==> src/rtl/sym_vn_lut_loader_if.sv <==
// ---------------------------------------------------------------------------
// sym_vn_lut_loader_if
//   Word stream carrying LUT entries into sym_vn_lut_loader.
//   A word moves across on a rising edge where lut_word_valid and
//   lut_word_ready are both high.
//
//   Signals:
//     lut_word_in     DATA_W  LUT entry for the loader's current address
//     lut_word_valid  1       lut_word_in holds a valid entry
//     lut_word_ready  1       loader accepts a word this cycle
//
//   Modports:
//     master  - the word source
//     slave   - the loader
// ---------------------------------------------------------------------------
interface sym_vn_lut_loader_if #(
    parameter int DATA_W = 3
);
    logic [DATA_W-1:0] lut_word_in;
    logic              lut_word_valid;
    logic              lut_word_ready;

    modport master (
        output lut_word_in,
        output lut_word_valid,
        input  lut_word_ready
    );

    modport slave (
        input  lut_word_in,
        input  lut_word_valid,
        output lut_word_ready
    );
endinterface

==> src/rtl/sym_vn_lut_loader.sv <==
// ---------------------------------------------------------------------------
// sym_vn_lut_loader
//   Write controller for the symmetric VN rank LUT. It takes a stream of
//   DEPTH entries and writes each one to both LUT replicas, so the two read
//   ports always see the same table. table_valid is raised once a complete
//   load has been written.
//
//   Optional build macro: SYM_VN_LUT_LOAD_CHECKSUM_EN
//     When defined, the loader sums the accepted words. It compares the sum
//     against chk_expected at the end of the load. A mismatch sets chk_err
//     and keeps table_valid low.
//
//   Ports:
//     write_clk        in   clock; all logic is on its rising edge
//     rstn             in   synchronous reset, active-low
//     load_start       in   pulse that begins a full table load
//     load_abort       in   cancels an in-progress load
//     word_bus         if   entry stream (slave side)
//     lut_in_bank0_replicate_0/1     out  write data, replicas 0/1
//     page_write_addr_replicate_0/1  out  write address, replicas 0/1
//     we               out  LUT write enable
//     busy             out  a load is in progress
//     load_done        out  one-cycle pulse when a load completes
//     table_valid      out  LUT holds a complete, consistent table
//     chk_expected     in   expected entry sum (checksum build only)
//     chk_err          out  checksum mismatch (checksum build only)
//
//   state | meaning
//   ------+--------------------------------------------------------------
//   IDLE  | waiting for load_start
//   LOAD  | accepting words; one register write per accepted word
//   FLUSH | last word's write is on the LUT port; finish on next edge
// ---------------------------------------------------------------------------
module sym_vn_lut_loader #(
    parameter int DEPTH  = 32,
    parameter int ADDR_W = 5,
    parameter int DATA_W = 3
) (
    input  logic                       write_clk,
    input  logic                       rstn,
    input  logic                       load_start,
    input  logic                       load_abort,
    sym_vn_lut_loader_if.slave         word_bus,
    output logic [DATA_W-1:0]          lut_in_bank0_replicate_0,
    output logic [ADDR_W-1:0]          page_write_addr_replicate_0,
    output logic [DATA_W-1:0]          lut_in_bank0_replicate_1,
    output logic [ADDR_W-1:0]          page_write_addr_replicate_1,
    output logic                       we,
    output logic                       busy,
    output logic                       load_done,
    output logic                       table_valid,
    input  logic [ADDR_W+DATA_W-1:0]   chk_expected,
    output logic                       chk_err
);

    typedef enum logic [1:0] {
        IDLE  = 2'd0,
        LOAD  = 2'd1,
        FLUSH = 2'd2
    } state_t;

    localparam logic [ADDR_W-1:0] LAST_ADDR = ADDR_W'(DEPTH - 1);

    state_t              state, state_n;
    logic [ADDR_W-1:0]   counter, counter_n;
    logic [DATA_W-1:0]   data_q, data_n;
    logic [ADDR_W-1:0]   addr_q, addr_n;
    logic                we_q, we_n;
    logic                busy_q, busy_n;
    logic                done_q, done_n;
    logic                tv_q, tv_n;
    logic                accept;
    logic                table_ok;

    assign word_bus.lut_word_ready = (state == LOAD);
    assign accept = word_bus.lut_word_valid && (state == LOAD);

`ifdef SYM_VN_LUT_LOAD_CHECKSUM_EN
    localparam int SUM_W = ADDR_W + DATA_W;

    logic [SUM_W-1:0] sum_q, sum_n;
    logic             chk_err_q, chk_err_n;

    assign table_ok = (sum_q == chk_expected);
    assign chk_err  = chk_err_q;

    always_comb begin
        sum_n     = sum_q;
        chk_err_n = chk_err_q;
        if (accept) begin
            sum_n = sum_q + SUM_W'(word_bus.lut_word_in);
        end
        // An abort during FLUSH is ignored, so the sum must survive it.
        if ((state == IDLE && load_start) || (load_abort && state != FLUSH)) begin
            sum_n = '0;
        end
        if (state == IDLE && load_start && !load_abort) begin
            chk_err_n = 1'b0;
        end
        if (state == FLUSH) begin
            chk_err_n = (sum_q != chk_expected);
        end
    end

    always_ff @(posedge write_clk) begin
        if (!rstn) begin
            sum_q     <= '0;
            chk_err_q <= 1'b0;
        end else begin
            sum_q     <= sum_n;
            chk_err_q <= chk_err_n;
        end
    end
`else
    logic unused_chk_expected;

    assign unused_chk_expected = ^chk_expected;
    assign table_ok = 1'b1;
    assign chk_err  = 1'b0;
`endif

    always_comb begin
        state_n   = state;
        counter_n = counter;
        data_n    = data_q;
        addr_n    = addr_q;
        we_n      = 1'b0;
        busy_n    = busy_q;
        done_n    = 1'b0;
        tv_n      = tv_q;

        // A word accepted on the same edge as an abort is still written.
        if (accept) begin
            we_n      = 1'b1;
            addr_n    = counter;
            data_n    = word_bus.lut_word_in;
            counter_n = counter + 1'b1;
        end

        case (state)
            IDLE: begin
                if (load_start && !load_abort) begin
                    state_n   = LOAD;
                    counter_n = '0;
                    busy_n    = 1'b1;
                    tv_n      = 1'b0;
                end
            end
            LOAD: begin
                if (load_abort) begin
                    state_n   = IDLE;
                    counter_n = '0;
                    busy_n    = 1'b0;
                end else if (accept && counter == LAST_ADDR) begin
                    state_n = FLUSH;
                end
            end
            FLUSH: begin
                state_n   = IDLE;
                counter_n = '0;
                busy_n    = 1'b0;
                done_n    = 1'b1;
                tv_n      = table_ok;
            end
            default: begin
                state_n   = IDLE;
                counter_n = '0;
                busy_n    = 1'b0;
            end
        endcase
    end

    always_ff @(posedge write_clk) begin
        if (!rstn) begin
            state   <= IDLE;
            counter <= '0;
            data_q  <= '0;
            addr_q  <= '0;
            we_q    <= 1'b0;
            busy_q  <= 1'b0;
            done_q  <= 1'b0;
            tv_q    <= 1'b0;
        end else begin
            state   <= state_n;
            counter <= counter_n;
            data_q  <= data_n;
            addr_q  <= addr_n;
            we_q    <= we_n;
            busy_q  <= busy_n;
            done_q  <= done_n;
            tv_q    <= tv_n;
        end
    end

    assign lut_in_bank0_replicate_0    = data_q;
    assign lut_in_bank0_replicate_1    = data_q;
    assign page_write_addr_replicate_0 = addr_q;
    assign page_write_addr_replicate_1 = addr_q;
    assign we          = we_q;
    assign busy        = busy_q;
    assign load_done   = done_q;
    assign table_valid = tv_q;

endmodule

==> src/flat_wrapper.sv <==
// flat-port wrapper written by rule: the top's interface ports become plain ports
module sym_vn_lut_loader_flat 
#(
    parameter int DEPTH  = 32,
    parameter int ADDR_W = 5,
    parameter int DATA_W = 3
)
  (write_clk, rstn, load_start, load_abort, lut_in_bank0_replicate_0, page_write_addr_replicate_0, lut_in_bank0_replicate_1, page_write_addr_replicate_1, we, busy, load_done, table_valid, chk_expected, chk_err, word_bus_lut_word_in, word_bus_lut_word_valid, word_bus_lut_word_ready);
  sym_vn_lut_loader_if #(.DATA_W(DATA_W)) word_bus_i ();
  input  logic write_clk;
  input  logic rstn;
  input  logic load_start;
  input  logic load_abort;
  output logic [DATA_W-1:0] lut_in_bank0_replicate_0;
  output logic [ADDR_W-1:0] page_write_addr_replicate_0;
  output logic [DATA_W-1:0] lut_in_bank0_replicate_1;
  output logic [ADDR_W-1:0] page_write_addr_replicate_1;
  output logic we;
  output logic busy;
  output logic load_done;
  output logic table_valid;
  input  logic [ADDR_W+DATA_W-1:0] chk_expected;
  output logic chk_err;
  input wire logic [$bits(word_bus_i.lut_word_in)-1:0] word_bus_lut_word_in;
  input wire logic [$bits(word_bus_i.lut_word_valid)-1:0] word_bus_lut_word_valid;
  output wire logic [$bits(word_bus_i.lut_word_ready)-1:0] word_bus_lut_word_ready;
  assign word_bus_i.lut_word_in = word_bus_lut_word_in;
  assign word_bus_i.lut_word_valid = word_bus_lut_word_valid;
  assign word_bus_lut_word_ready = word_bus_i.lut_word_ready;
  sym_vn_lut_loader #(.DEPTH(DEPTH), .ADDR_W(ADDR_W), .DATA_W(DATA_W)) u_core (.write_clk(write_clk), .rstn(rstn), .load_start(load_start), .load_abort(load_abort), .word_bus(word_bus_i), .lut_in_bank0_replicate_0(lut_in_bank0_replicate_0), .page_write_addr_replicate_0(page_write_addr_replicate_0), .lut_in_bank0_replicate_1(lut_in_bank0_replicate_1), .page_write_addr_replicate_1(page_write_addr_replicate_1), .we(we), .busy(busy), .load_done(load_done), .table_valid(table_valid), .chk_expected(chk_expected), .chk_err(chk_err));
endmodule
==> config.mk <==
export PLATFORM = sky130hd
export DESIGN_NAME = sym_vn_lut_loader_flat
export DESIGN_NICKNAME = d
export VERILOG_FILES = /design/src/rtl/sym_vn_lut_loader_if.sv /design/src/rtl/sym_vn_lut_loader.sv /design/src/flat_wrapper.sv
export SDC_FILE = /design/constraint.sdc
export NUM_CORES = 1
export LEC_CHECK = 0
export CAP_MARGIN = 20
export CORE_UTILIZATION = 41
export DETAILED_ROUTE_END_ITERATION = 10
export GPL_TIMING_DRIVEN = 0
export HOLD_SLACK_MARGIN = 0.03
export PLACE_DENSITY = 0.78
export SYNTH_ARGS = -nofsm -noshare
export SYNTH_HDL_FRONTEND = slang
export SYNTH_SLANG_ARGS = --single-unit
==> constraint.sdc <==
create_clock -name write_clk -period 2.3 [get_ports write_clk]
set_input_delay 0.345 -clock write_clk [delete_from_list [all_inputs] [get_ports write_clk]]
set_output_delay 0.345 -clock write_clk [all_outputs]
set_load 0.01 [all_outputs]
==> results.json <==
{
  "status": "complete, no violations",
  "fill_cells": 161,
  "critPathMaxStageDelay_ps": 550,
  "h-tree-depth": 1,
  "synth_area_um2": 819.5,
  "final_nets": 145,
  "core_area_um2": 1802,
  "p_int_uw": 430.7,
  "syn_to_final_growth_pct": 41.22,
  "synth_xor_xnor_area_share_pct": 1.069,
  "skew_ps": 0.6992,
  "ys_top_cells_by_area": "dfxtp_1, nand2_1, buf_4, a21boi_0, a21oi_1",
  "via_per_inst": 4.715,
  "antenna_cells": 0,
  "max_freq_mhz": 543.3,
  "synth_top_area_share_pct": 46.41,
  "num_vias": 712,
  "slowest_stage": "clkdlybuf4s50_1",
  "first_global_vias": 592,
  "fin_area_um2": 1157,
  "gp_congestion": 0.6923,
  "worstPathArrival_ps": 1500,
  "synthSimpleGateAreaFrac_pct": 25.50,
  "synth-edff-count": 0,
  "clock_latency_ps": 290,
  "clk_path_buf_depth": 2,
  "syn-num-nets": 112,
  "post_drt_wl_per_cell_um": 10.03,
  "report.final.slew_viol_count": 0,
  "hold_buffers": 0,
  "io-pin-count": 38,
  "synth_common_cells": "nand2_1, dfxtp_1, buf_4",
  "synth_mux_area_share_pct": 0,
  "dieArea_um2": 2182,
  "start_util_pct": 45.49,
  "placed_area_um2": 1131,
  "synth_top_area_cell": "dfxtp_1",
  "grt_max_degree": 11,
  "path_cells": "nor2b_1, clkdlybuf4s50_1",
  "portBuffers": 28,
  "ys.flop_type": "dfxtp_1",
  "die_y_um": 46.71,
  "firstDrtPassIters": 2,
  "p_sw_share_pct": 22.21,
  "syn_inst": 94,
  "period_share_pct": 80.02,
  "final_antenna_net_count": 0,
  "cts_tree": "done",
  "clk_pin_slew_worst_paths_ps": 100,
  "cts_root_buf": "clkbuf_4",
  "start_kind": "flop",
  "avgSynthCellArea_um2": 8.718,
  "p_sw_uw": 122.9,
  "post_cts_buffers": 0,
  "p_clk_share_pct": 29.9,
  "clkSinkCount": 19,
  "finalSetupTns_ps": 0,
  "die_w_um": 46.71,
  "cap_violations": 0,
  "synth_top_family_by_area": "simple AND/OR/NAND/NOR gates",
  "routed_wl_um": 1515,
  "hold_viol": 0,
  "min_period_ps": 1841,
  "synth_most_common_cell": "nand2_1",
  "p_comb_share_pct": 9.2,
  "fp-row-count": 15,
  "drive_gt1_share_pct": 11.90,
  "grt_pass1_wl_um": 2532,
  "synth_cell_types": 25,
  "drc_errors": 0,
  "ys_seq_area_share_pct": 46.41,
  "ys_ff_latch": 19,
  "setup-violations-final": 0,
  "grt.total_usage_pct": 16.36,
  "grt_overflow_total": 0,
  "cp_max_fo": 8,
  "power_density_nw_per_um2": 478.3,
  "crit_type": "reg2out",
  "cp-end-kind": "output port",
  "antenna_found_initial": 0,
  "vdd_drop_max_uv": 401.1,
  "ys_async_sr_fraction_pct": 0,
  "grt_setup_unrepaired": "no",
  "seqPwrFrac_pct": 60.9,
  "critPathRequiredTime_ps": 1960,
  "yosys_warnings": 0,
  "hp-class": "reg2reg",
  "synthAdderAreaFrac_pct": 3.053,
  "synth-compound-area-share_pct": 12.82,
  "leakage_uw": 0.0004355,
  "post_cts_resized": 0,
  "hpwl_um": 1201,
  "cts_made_buffers": 3,
  "first_iter_violations": 6
}
-- layout by cell type, fill, tap and decap left out --
master,count
clkdlybuf4s50_1,28
nand2_1,22
dfxtp_1,19
buf_4,10
a21boi_0,8
a21oi_1,6
nor2b_1,4
o21ai_0,3
clkbuf_4,3
nand3_1,2
clkbuf_1,2
and2_1,2
or3_1,2
ha_1,2
and3_1,1
nand2b_1,1
nor3_1,1
and3b_1,1
nand3b_2,1
buf_2,1
or3b_1,1
nand3b_1,1
and4_1,1
inv_1,1
xnor2_1,1
nor2_1,1
conb_1,1
-- power groups by stage --
stage                     sequential [µW]  clock, µW  combinational [µW]
after global placement                344          0                50.7
after CTS                             337        170                51.8
final                                 337        166                51.1
after floorplan                       345          0                22.5
after global routing                  338        180                56.2
after detailed placement              345          0                51.7
-- through the flow --
stage	instances	hold slack [ps]	power (µW)	setup slack (ps)	utilization (%)
6_report	151	464.9	553.6	459.5	64.24
5_1_grt	151	488.9	574.3	347.4	64.24
4_1_cts	151	469.4	558.9	451.5	64.24
3_5_place_dp	147	450.9	396.2	656.4	62.78
3_3_place_gp	147	452.6	395.2	674.9	62.78
2_1_floorplan	94	424.3	367.8	1078	-
-- sequential cells by signal (all words and copies together), names as in the netlist --
signal and cells:
u_core.counter 5, u_core.page_write_addr_replicate_0 5, u_core.we 1, u_core.table_valid 1, u_core.busy 1, u_core.lut_in_bank0_replicate_0 3, u_core.load_done 1, u_core.state 2
-- cell families (layout without fill, tap and decap cells) --
group	after synthesis	in the layout
AO/OA/AOI/OAI	17	17
AND/OR/NAND/NOR	41	41
buffers and inverters	13	45
XOR/XNOR	1	1
flip-flops	19	19
other	1	1
adder cells (fa/ha/maj)	2	2
-- final timing paths --
kind | start | to | slack (ps) | cells past startpoint
setup reg to reg | u_core.counter[0]$_SDFF_PN0_ | u_core.state[0]$_SDFFE_PN0P_ | 920 | 6
setup / recovery | u_core.state[0]$_SDFFE_PN0P_ | word_bus_lut_word_ready | 460 | 2
hold / removal | u_core.busy$_SDFFE_PN0P_ | u_core.busy$_SDFFE_PN0P_ | 460 | 2
hold reg to reg | u_core.busy$_SDFFE_PN0P_ | u_core.busy$_SDFFE_PN0P_ | 460 | 2
-- metal layers --
metal	vias up	wire length (µm)	track usage, %
met5	-	0	0
met4	0	24	6.857
met3	4	70	3.529
met2	24	775	28.61
met1	318	644	19.15
li1	366	-	-
-- area by class of cell --
type | instances | area (µm²) | share of cell area [%]
timing repair buffer | 28 | 280.3 | 24.22
tap | 25 | 31.28 | 2.703
buffer | 12 | 83.83 | 7.243
inverter | 1 | 3.754 | 0.3243
multi-input combinational | 62 | 351.6 | 30.38
sequential | 19 | 380.4 | 32.86
clock buffer | 4 | 26.28 | 2.270
-- critical path: cells and delay by family, from the launching register on --
family | cells | cell delay [ps]
DFF | 1 | 460
and+or+nand+nor | 1 | 190
buffers and inverters | 1 | 550
(Power assumes the default switching activity.)
